File: src/rtl/ex_muldiv_unit.sv
// Iterative RV32M multiply/divide unit for the EX stage: shift-add multiply and
// restoring divide, one bit per cycle. Define MULDIV_FAST_MUL_EN for single-cycle multiplies.
module ex_muldiv_unit #(
    parameter int XLEN = 32,
    parameter int ITER = 32
) (
    input  logic            clk,
    input  logic            rst,
    input  logic [31:0]     EX_Instr,
    input  logic [XLEN-1:0] EX_RD1,
    input  logic [XLEN-1:0] EX_RD2,
    input  logic            EX_MulDiv_Valid,
    input  logic            EX_Flush,
    output logic            MD_Stall,
    output logic            MD_Busy,
    output logic            MD_Done,
    output logic [XLEN-1:0] MD_Result
);
    localparam int CW = $clog2(ITER);
    localparam logic [XLEN-1:0] MIN_NEG = {1'b1, {(XLEN-1){1'b0}}};

    typedef enum logic [1:0] {S_IDLE, S_CALC, S_DONE} state_t;

    state_t              r_state;
    logic [CW-1:0]       r_cnt;
    logic [2:0]          r_f3;
    logic                r_neg_a;
    logic                r_neg_b;
    logic [XLEN-1:0]     r_b;
    logic [2*XLEN-1:0]   r_acc;
    logic                r_done;
    logic [XLEN-1:0]     r_result;

    logic [2:0]          w_f3;
    logic                w_is_div_in;
    logic                w_sa_in;
    logic                w_sb_in;
    logic                w_neg_a_in;
    logic                w_neg_b_in;
    logic [XLEN-1:0]     w_abs_a;
    logic [XLEN-1:0]     w_abs_b;
    logic                w_start;
    logic                w_div0;
    logic                w_ovf;
    logic                w_special;
    logic [XLEN-1:0]     w_special_res;
    logic [XLEN:0]       w_sum;
    logic [2*XLEN-1:0]   w_mul_next;
    logic [XLEN:0]       w_rem_sh;
    logic [XLEN:0]       w_diff;
    logic [2*XLEN-1:0]   w_div_next;
    logic [2*XLEN-1:0]   w_step;
    logic [2*XLEN-1:0]   w_prod_fix;
    logic [XLEN-1:0]     w_quo;
    logic [XLEN-1:0]     w_rem;
    logic [XLEN-1:0]     w_fix_res;
    logic                w_unused;

    assign w_f3        = EX_Instr[14:12];
    assign w_is_div_in = w_f3[2];
    // rs1 is signed for MULH, MULHSU, DIV, REM; rs2 for MULH, DIV, REM
    assign w_sa_in     = (w_f3 == 3'b001) | (w_f3 == 3'b010) | (w_f3 == 3'b100) | (w_f3 == 3'b110);
    assign w_sb_in     = (w_f3 == 3'b001) | (w_f3 == 3'b100) | (w_f3 == 3'b110);
    assign w_neg_a_in  = w_sa_in & EX_RD1[XLEN-1];
    assign w_neg_b_in  = w_sb_in & EX_RD2[XLEN-1];
    assign w_abs_a     = w_neg_a_in ? -EX_RD1 : EX_RD1;
    assign w_abs_b     = w_neg_b_in ? -EX_RD2 : EX_RD2;
    assign w_unused    = ^{EX_Instr[31:15], EX_Instr[11:0]};

    assign w_start     = (r_state == S_IDLE) & EX_MulDiv_Valid & ~EX_Flush;
    assign w_div0      = w_is_div_in & (EX_RD2 == '0);
    assign w_ovf       = w_is_div_in & ~w_f3[0] & (EX_RD1 == MIN_NEG) & (&EX_RD2);
    assign w_special   = w_div0 | w_ovf;
    assign w_special_res = w_div0 ? (w_f3[1] ? EX_RD1 : '1)
                                  : (w_f3[1] ? '0 : MIN_NEG);

    // Multiply: acc = {partial_hi, multiplier}; add multiplicand and shift right
    assign w_sum      = {1'b0, r_acc[2*XLEN-1:XLEN]} + (r_acc[0] ? {1'b0, r_b} : '0);
    assign w_mul_next = {w_sum, r_acc[XLEN-1:1]};

    // Divide: acc = {remainder, dividend/quotient}; shift left, trial subtract
    assign w_rem_sh   = r_acc[2*XLEN-1:XLEN-1];
    assign w_diff     = w_rem_sh - {1'b0, r_b};
    assign w_div_next = w_diff[XLEN] ? {r_acc[2*XLEN-2:0], 1'b0}
                                     : {w_diff[XLEN-1:0], r_acc[XLEN-2:0], 1'b1};

    assign w_step     = r_f3[2] ? w_div_next : w_mul_next;
    assign w_prod_fix = (r_neg_a ^ r_neg_b) ? -w_mul_next : w_mul_next;
    assign w_quo      = (r_neg_a ^ r_neg_b) ? -w_div_next[XLEN-1:0] : w_div_next[XLEN-1:0];
    assign w_rem      = r_neg_a ? -w_div_next[2*XLEN-1:XLEN] : w_div_next[2*XLEN-1:XLEN];

    always_comb begin
        w_fix_res = w_prod_fix[2*XLEN-1:XLEN];
        case (r_f3)
            3'b000:         w_fix_res = w_prod_fix[XLEN-1:0];
            3'b100, 3'b101: w_fix_res = w_quo;
            3'b110, 3'b111: w_fix_res = w_rem;
            default:        w_fix_res = w_prod_fix[2*XLEN-1:XLEN];
        endcase
    end

`ifdef MULDIV_FAST_MUL_EN
    // Product modulo 2^(2*XLEN) is exact for every signedness mix
    logic [2*XLEN-1:0] w_fa;
    logic [2*XLEN-1:0] w_fb;
    logic [2*XLEN-1:0] w_fast_prod;
    logic [XLEN-1:0]   w_fast_res;
    assign w_fa        = {{XLEN{w_neg_a_in}}, EX_RD1};
    assign w_fb        = {{XLEN{w_neg_b_in}}, EX_RD2};
    assign w_fast_prod = w_fa * w_fb;
    assign w_fast_res  = (w_f3 == 3'b000) ? w_fast_prod[XLEN-1:0] : w_fast_prod[2*XLEN-1:XLEN];
`endif

    always_ff @(posedge clk or posedge rst) begin
        if (rst) begin
            r_state  <= S_IDLE;
            r_cnt    <= '0;
            r_f3     <= '0;
            r_neg_a  <= 1'b0;
            r_neg_b  <= 1'b0;
            r_b      <= '0;
            r_acc    <= '0;
            r_done   <= 1'b0;
            r_result <= '0;
        end else if (EX_Flush) begin
            r_state <= S_IDLE;
            r_cnt   <= '0;
            r_done  <= 1'b0;
        end else begin
            case (r_state)
                S_IDLE: begin
                    r_done <= 1'b0;
                    if (EX_MulDiv_Valid) begin
                        if (w_special) begin
                            r_result <= w_special_res;
                            r_done   <= 1'b1;
                            r_state  <= S_DONE;
                        end
`ifdef MULDIV_FAST_MUL_EN
                        else if (!w_is_div_in) begin
                            r_result <= w_fast_res;
                            r_done   <= 1'b1;
                            r_state  <= S_DONE;
                        end
`endif
                        else begin
                            r_f3    <= w_f3;
                            r_neg_a <= w_neg_a_in;
                            r_neg_b <= w_neg_b_in;
                            r_b     <= w_abs_b;
                            r_acc   <= {{XLEN{1'b0}}, w_abs_a};
                            r_cnt   <= '0;
                            r_state <= S_CALC;
                        end
                    end
                end
                S_CALC: begin
                    r_acc <= w_step;
                    r_cnt <= r_cnt + CW'(1);
                    if (r_cnt == CW'(ITER-1)) begin
                        r_result <= w_fix_res;
                        r_done   <= 1'b1;
                        r_state  <= S_DONE;
                    end
                end
                default: begin
                    r_done  <= 1'b0;
                    r_state <= S_IDLE;
                end
            endcase
        end
    end

    assign MD_Stall  = w_start | (r_state == S_CALC);
    assign MD_Busy   = (r_state != S_IDLE);
    assign MD_Done   = r_done;
    assign MD_Result = r_result;
endmodule

File: config.mk
export PLATFORM = sky130hd
export DESIGN_NAME = ex_muldiv_unit
export DESIGN_NICKNAME = d
export VERILOG_FILES = /design/src/rtl/ex_muldiv_unit.sv
export SDC_FILE = /design/constraint.sdc
export NUM_CORES = 1
export LEC_CHECK = 0
export BUFFER_PORTS_ARGS = -buffer_cell sky130_fd_sc_hd__buf_2
export CELL_PAD_IN_SITES_DETAIL_PLACEMENT = 1
export CELL_PAD_IN_SITES_GLOBAL_PLACEMENT = 1
export CORE_MARGIN = 1.5
export CORE_UTILIZATION = 49
export CTS_CLUSTER_DIAMETER = 150
export DETAILED_ROUTE_END_ITERATION = 8
export PLACE_DENSITY_LB_ADDON = 0.1
export SETUP_SLACK_MARGIN = 0.4
export SLEW_MARGIN = 20
export SYNTH_ARGS = -nofsm -noshare
export SYNTH_HDL_FRONTEND = slang
export SYNTH_SLANG_ARGS = --single-unit
File: constraint.sdc
create_clock -name clk -period 13.8 [get_ports clk]
set_clock_uncertainty 0.05 [all_clocks]
set_input_delay 2.07 -clock clk [delete_from_list [all_inputs] [get_ports clk]]
set_output_delay 2.07 -clock clk [all_outputs]
set_load 0.01 [all_outputs]
== Word-level counts from Yosys, hierarchy flattened ==
Cells that the tools add are included.

* Magnitude comparators: 0
* Add/sub/neg operators: 8
* Shift operators: 0
* Bitwise logic cells: 19
* Multipliers: 0
* Equality and inequality tests: 18
* Mux-type cells: 33
* Reduce and logical (&&, ||, !) cells: 14
* Divide/modulo/power cells: 0

{| class="wikitable"
|+ Operator list
! cell !! number
|-
| $mux W32 || 11
|-
| $mux W64 || 5
|-
| $neg A32 Y32 || 4
|-
| $pmux W64 S2 || 1
|-
| $pmux W32 S3 || 1
|-
| $neg A64 Y64 || 1
|-
| $pmux W32 S2 || 1
|-
| $add A32 B32 Y33 || 1
|-
| $sub A33 B32 Y33 || 1
|-
| $eq A32 B32 Y1 const B || 1
|-
| $logic_not A32 Y1 || 1
|-
| $reduce_and A32 Y1 || 1
|-
| $eq A3 B3 Y1 const B || 6
|-
| $mux W5 || 3
|-
| $pmux W5 S2 || 1
|-
| $ne A3 B3 Y1 const B || 3
|-
| $and A1 B1 Y1 || 8
|-
| $mux W2 || 4
|-
| $ne A2 B2 Y1 const B || 4
|-
| $reduce_and A4 Y1 || 2
|-
| $or A1 B1 Y1 || 7
|-
| $add A5 B1 Y5 const B || 1
|-
| $eq A5 B5 Y1 const B || 1
|-
| $reduce_and A5 Y1 || 1
|-
| other kinds (15) || 22
|}

* Register bits: 141
* Output and inout bits: 35
* Memories kept: 0
* Bits in writable memories: 0
* ROM bits: 0
* Bits in latches: 0

== Longest topological paths before layout ==
* Depth in word-level cells: 9
* Gate-level depth with buffers: 24
* Mapped depth without buffers: 22

== Least setup slack after synthesis ==
No wires, ideal clock.

* Kind: input -> register
* Start point: input EX_RD2[6]
* End point: register r_result[29] (netlist: MD_Result[29])
* Data required time: 13.609 ns
* Library setup time: 0.141 ns
* Arrival: 4.738 ns
* Path slack: 8.870 ns
* Cell stages on the path: 13
* Cells stage by stage: or4_1 -> nor3_1 -> and2b_1 -> nand4_1 -> and4bb_2 -> or2_1 -> nand3b_1 -> a211o_1 -> inv_1 -> buf_2 -> o2111ai_1 -> a221oi_1 -> a311oi_2

* Longest elaborated chain between the ends: 6
* Elaborated cells on any way between the ends: 11

{| class="wikitable"
|+ RTL lines
! what !! RTL line !! text
|-
| start: declaration || 11 || <nowiki>input logic [XLEN-1:0] EX_RD2,</nowiki>
|-
| $logic_not A32 Y1 || 71 || <nowiki>assign w_div0 = w_is_div_in & (EX_RD2 == '0);</nowiki>
|-
| $and A1 B1 Y1 || 71 ||
|-
| $mux W32 || 74 || <nowiki>assign w_special_res = w_div0 ? (w_f3[1] ? EX_RD1 : '1)</nowiki>
|-
| $mux W32 || 134 || <nowiki>if (w_special) begin</nowiki>
|-
| $mux W32 || 133 || <nowiki>if (EX_MulDiv_Valid) begin</nowiki>
|-
| $pmux W32 S2 || 130 || <nowiki>case (r_state)</nowiki>
|-
| end signal: assignment || 135 || <nowiki>r_result <= w_special_res;</nowiki>
|-
| end signal: assignment || 161 || <nowiki>r_result <= w_fix_res;</nowiki>
|-
| end: declaration || 32 || <nowiki>logic [XLEN-1:0] r_result;</nowiki>
|}

Several ways; a longest one is shown, not always the timed one. The select of a mux whose other input is x is not followed.
A chain may end at the register's enable or synchronous reset.

== Worst setup path in the final report ==
* Start point: register r_acc[31]
* End point: register r_result[26] (netlist: MD_Result[26])

* Longest elaborated chain between the ends: 7
* Elaborated cells on any way between the ends: 11

{| class="wikitable"
|+ RTL lines
! what !! RTL line !! text
|-
| start: declaration || 30 || <nowiki>logic [2*XLEN-1:0] r_acc;</nowiki>
|-
| start signal: assignment || 151 || <nowiki>r_acc <= {{XLEN{1'b0}}, w_abs_a};</nowiki>
|-
| start signal: assignment || 158 || <nowiki>r_acc <= w_step;</nowiki>
|-
| $sub A33 B32 Y33 || 83 || <nowiki>assign w_diff = w_rem_sh - {1'b0, r_b};</nowiki>
|-
| $mux W64 || 84 || <nowiki>assign w_div_next = w_diff[XLEN] ? {r_acc[2*XLEN-2:0], 1'b0}</nowiki>
|-
| $neg A32 Y32 (on tied branches) || 90, 89 ||
|-
| $mux W32 (on tied branches) || 90, 89 ||
|-
| $pmux W32 S3 * || 94 || <nowiki>case (r_f3)</nowiki>
|-
| $mux W32 * || 160 || <nowiki>if (r_cnt == CW'(ITER-1)) begin</nowiki>
|-
| $pmux W32 S2 * || 130 ||
|}

Mark *: on every way between the ends. The rest lies on a longest branch, timed or not. The select of a mux whose other input is x is not followed.

==> summary.md <==
| Metric | Value |
|---|---|
| Yosys reg bits | 141 |
| Post-Route WL | 63800 um |
| RSZ-0062 raised after global routing | false |
| Worst slew margin | 28.50% |
| R2r endpoint | MD_Result[26] |
| EDFF count, synth | 0 |
| Syn_area_per_cell | 7.331 um2 |
| Dpl cells | 2693 |
| Clock Latency Late Sink | ~470 ps |
| Largest net degree at the start of global routing | between 90 and 100 |
| Initial antenna violation count | 0 |
| Top delay family on crit path | compound AO/OA/AOI/OAI gates |
| Clock network power share | between 10% and 20% |
| Element type at the critical path end | flop |
| Die ar. | approximately 35000 um2 |
| Hold Buf Count CTS | 0 |
| Initial Util | around half |
| Global route total overflow | 0 |
| Worst-Margin Slew | around 1100 ps |
| CP max stage delay | 630 ps |
| Final Hold Viols | 0 |
| Core area | 33530 um2 |
| 1st-pass router iterations | 6 |
| Fin. max-slew vios | 0 |
| Hold Path Sink | MD_Result[4] |
| Async SR Flop Fraction | 100.0% |
| Syn Inst Count | 2276 |
| HP Start | MD_Result[4] |
| Compound-Gate Fraction of Synth Area | 29.00% |
| Largest family of logic cells by synthesized area | compound AO/OA/AOI/OAI gates |
| Status | finished, final reports clean |
| Synth Flop Type | dfrtp_1 |
| Layout cells sized above 1 | 10.37% |
| Hold depth | 2 |
| GRT Util Overall | 36.32% |
| Switching fraction of total power | a little over half |
| Worst VDD drop | 0.1269 mV |
| Final setup viols | 0 |
| Final setup TNS | 0 ps |
| CTS resizes | 0 |
| Worst path bufs/invs | 6 |
| Setup bufs post-CTS | 0 |
| CTS max path bufs | 2 |
| Drt drc | 0 |
| Fmax | 0.1442 GHz |
| Max Cap Viol | 0 |
| Reg power frac | 17.7% |
| P_leak | ~7.5 nW |
| Reg-to-reg startpoint | r_acc[31] |
| Type of origin of the critical path | flop |
| RD Place Congestion | roughly 0.99 |
| Die Span Y | around 190 um |
| TritonCTS Buffers | 17 |
| ANT cells | 0 |
| Vias/cell | 6.561 |
| Sequential area share after synthesis | 21.15% |
| Simple-gate area share of the yosys netlist | between 20% and 30% |
| Synth Warn # | 0 |
| First-pass GRT wire length | 101300 um |
| Critical Path AT | 7210 ps |
| TritonCTS clock tree | yes |
| Nets | approximately 2400 |
| H-tree Lvls | 4 |
| Area of the mapped netlist | between 15000 and 20000 um2 |
| TritonCTS Sinks | 141 |
| Commonest non-fill, non-tap cells in the layout | 275 x o21ai_0, 273 x nand2_1, 206 x nor2_1 |
| Crit Path Max Fanout | 39 |
| Pwr Density | 201.8 nW/um2 |
| Final WS setup | approximately 6900 ps |
| Most common cell after layout, fill and taps aside | o21ai_0 |
| Fin crit share | about 50% |
| Mux share of post-synthesis cell area | 4.777% |
| Data required time at the worst endpoint | around 14000 ps |
| DR vias | 17870 |
| Clock transition at path regs | 70 ps |
| Site row count | 67 |
| Drt wl/cell | 23.42 um |
| Post-DRT Antenna Nets | 0 |
| IO buf count | 105 |
| Sw Pwr | 1.959 mW |
| Pre-CTS WS | slightly above 7000 ps |
| Adder-Cell Fraction of Synth Area | 5.639% |
| Hold WC Path Type | reg2reg |
| Slowest CP cell | o41ai_1 |
| Die Wd | approximately 190 um |
| Io pins | 135 |
| Post-Syn Nets | approximately 2500 |
| P_int | 1.675 mW |
| Worst R2R Path Depth | 25 |
| Distinct cell type count of the synthesized netlist | 107 |
| DR iter-0 viols | 1260 |
| Synth Area in XOR/XNOR | roughly 11% |
| Combinational Power Share | between 60 and 70% |
| Clk root buf | clkbuf_16 |
| Hpwl dp | 48320 um |
| R2R setup slack | 6860 ps |
| Layout Area Growth over Synthesis | 7.942% |
| Layout Cells excl Fill | 2724 |
| WS Path Type | reg2reg |
| Number of global-route vias before repair | 18010 |
| Post-route minimum period | between 6000 and 7000 ps |
==> worst max path at each step <==
stage                         start            end  cells past startpoint
after floorplan                 rst        MD_Done                      1
after global placement    r_acc[31]  MD_Result[26]                     25
after detailed placement  r_acc[31]  MD_Result[26]                     25
after CTS                 r_acc[31]  MD_Result[26]                     25
after global routing      r_acc[31]  MD_Result[26]                     25
final                     r_acc[31]  MD_Result[26]                     25
==> layout make-up <==
| type | instances | area [um2] |
|---|---|---|
| clock buffer | 20 | 456.7 |
| clock inverter | 11 | 212.7 |
| fill | 4356 | 15520 |
| inverter | 73 | 279.0 |
| multi-input combinational | 1903 | 12270 |
| sequential | 141 | 3532 |
| tap | 448 | 560.5 |
| timing repair buffer | 128 | 698.2 |
==> logic make-up after synthesis <==
| logic type | Yosys count |
|---|---|
| flip-flops | 141 |
| adder cells (fa/ha/maj) | 74 |
| buffers and inverters | 232 |
| AO/OA/AOI/OAI | 764 |
| XOR/XNOR | 219 |
| AND/OR/NAND/NOR | 767 |
| multiplexers | 79 |
==> metrics by stage <==
| stage | total power [mW] | area [um2] | util (%) | hold WS [ps] |
|---|---|---|---|---|
| after floorplan | 2.324 | 16680 | - | 414.9 |
| after global placement | 2.912 | 17340 | 51.70 | 407.7 |
| after detailed placement | 2.998 | 17340 | 51.70 | 434.2 |
| after CTS | 3.563 | 18000 | 53.69 | 449.0 |
| after global routing | 3.859 | 18010 | 53.71 | 482.7 |
| final | 3.634 | 18010 | 53.71 | 446.5 |
==> power groups by stage <==
stage                     logic (mW)  clock network, mW  registers [mW]
final                           2.44              0.554           0.643
after global routing            2.64              0.572           0.652
after CTS                       2.37              0.556           0.634
after detailed placement        2.36                  0           0.640
after global placement          2.28                  0           0.635
after floorplan                 1.78                  0           0.546
==> worst min-delay path: stages, from the launching register on <==
cell	delay, ps
dfrtp_1	340
nand2_1	50
o21ai_0	70
==> metal layers <==
metal,track usage (%),share of wire (%),routed length (um)
met1,47.23,43,27340
met2,60.44,47,30020
met5,0,0,0
met4,14.89,3.7,2387
met3,5.147,6.3,4045
==> sequential cells by signal, summed over array words and instances, names as in the netlist <==
| register | flops |
|---|---|
| r_acc | 64 |
| MD_Result | 32 |
| r_b | 32 |
| r_cnt | 5 |
| r_f3 | 3 |
| r_state | 2 |
| MD_Done | 1 |
| r_neg_a | 1 |
| r_neg_b | 1 |
==> synth_stat cells (all sizes together), types with 12 or more instances <==
cell type / number / area share, %
nand4: 38 / 1.5
xnor2: 121 / 6.4
dfrtp: 141 / 21
a211oi: 34 / 1.7
nor4: 25 / 1.3
a21oi: 186 / 5.7
inv: 72 / 1.6
clkbuf: 108 / 2.4
ha: 72 / 5.4
nor3: 49 / 1.5
and2: 18 / 0.67
a22o: 23 / 1.2
o21a: 19 / 0.85
mux2i: 74 / 4.4
o211ai: 21 / 0.97
o21ai: 285 / 8.7
nor2b: 12 / 0.49
o31ai: 34 / 1.6
and3: 16 / 0.60
nand2: 274 / 6.2
a31oi: 28 / 1.0
xor2: 98 / 5.1
buf: 51 / 1.6
nand2b: 12 / 0.45
a21o: 14 / 0.63
nor2: 211 / 4.8
nand3: 40 / 1.2
or3: 26 / 1.1
No activity file was read; power rests on OpenSTA's default activity.
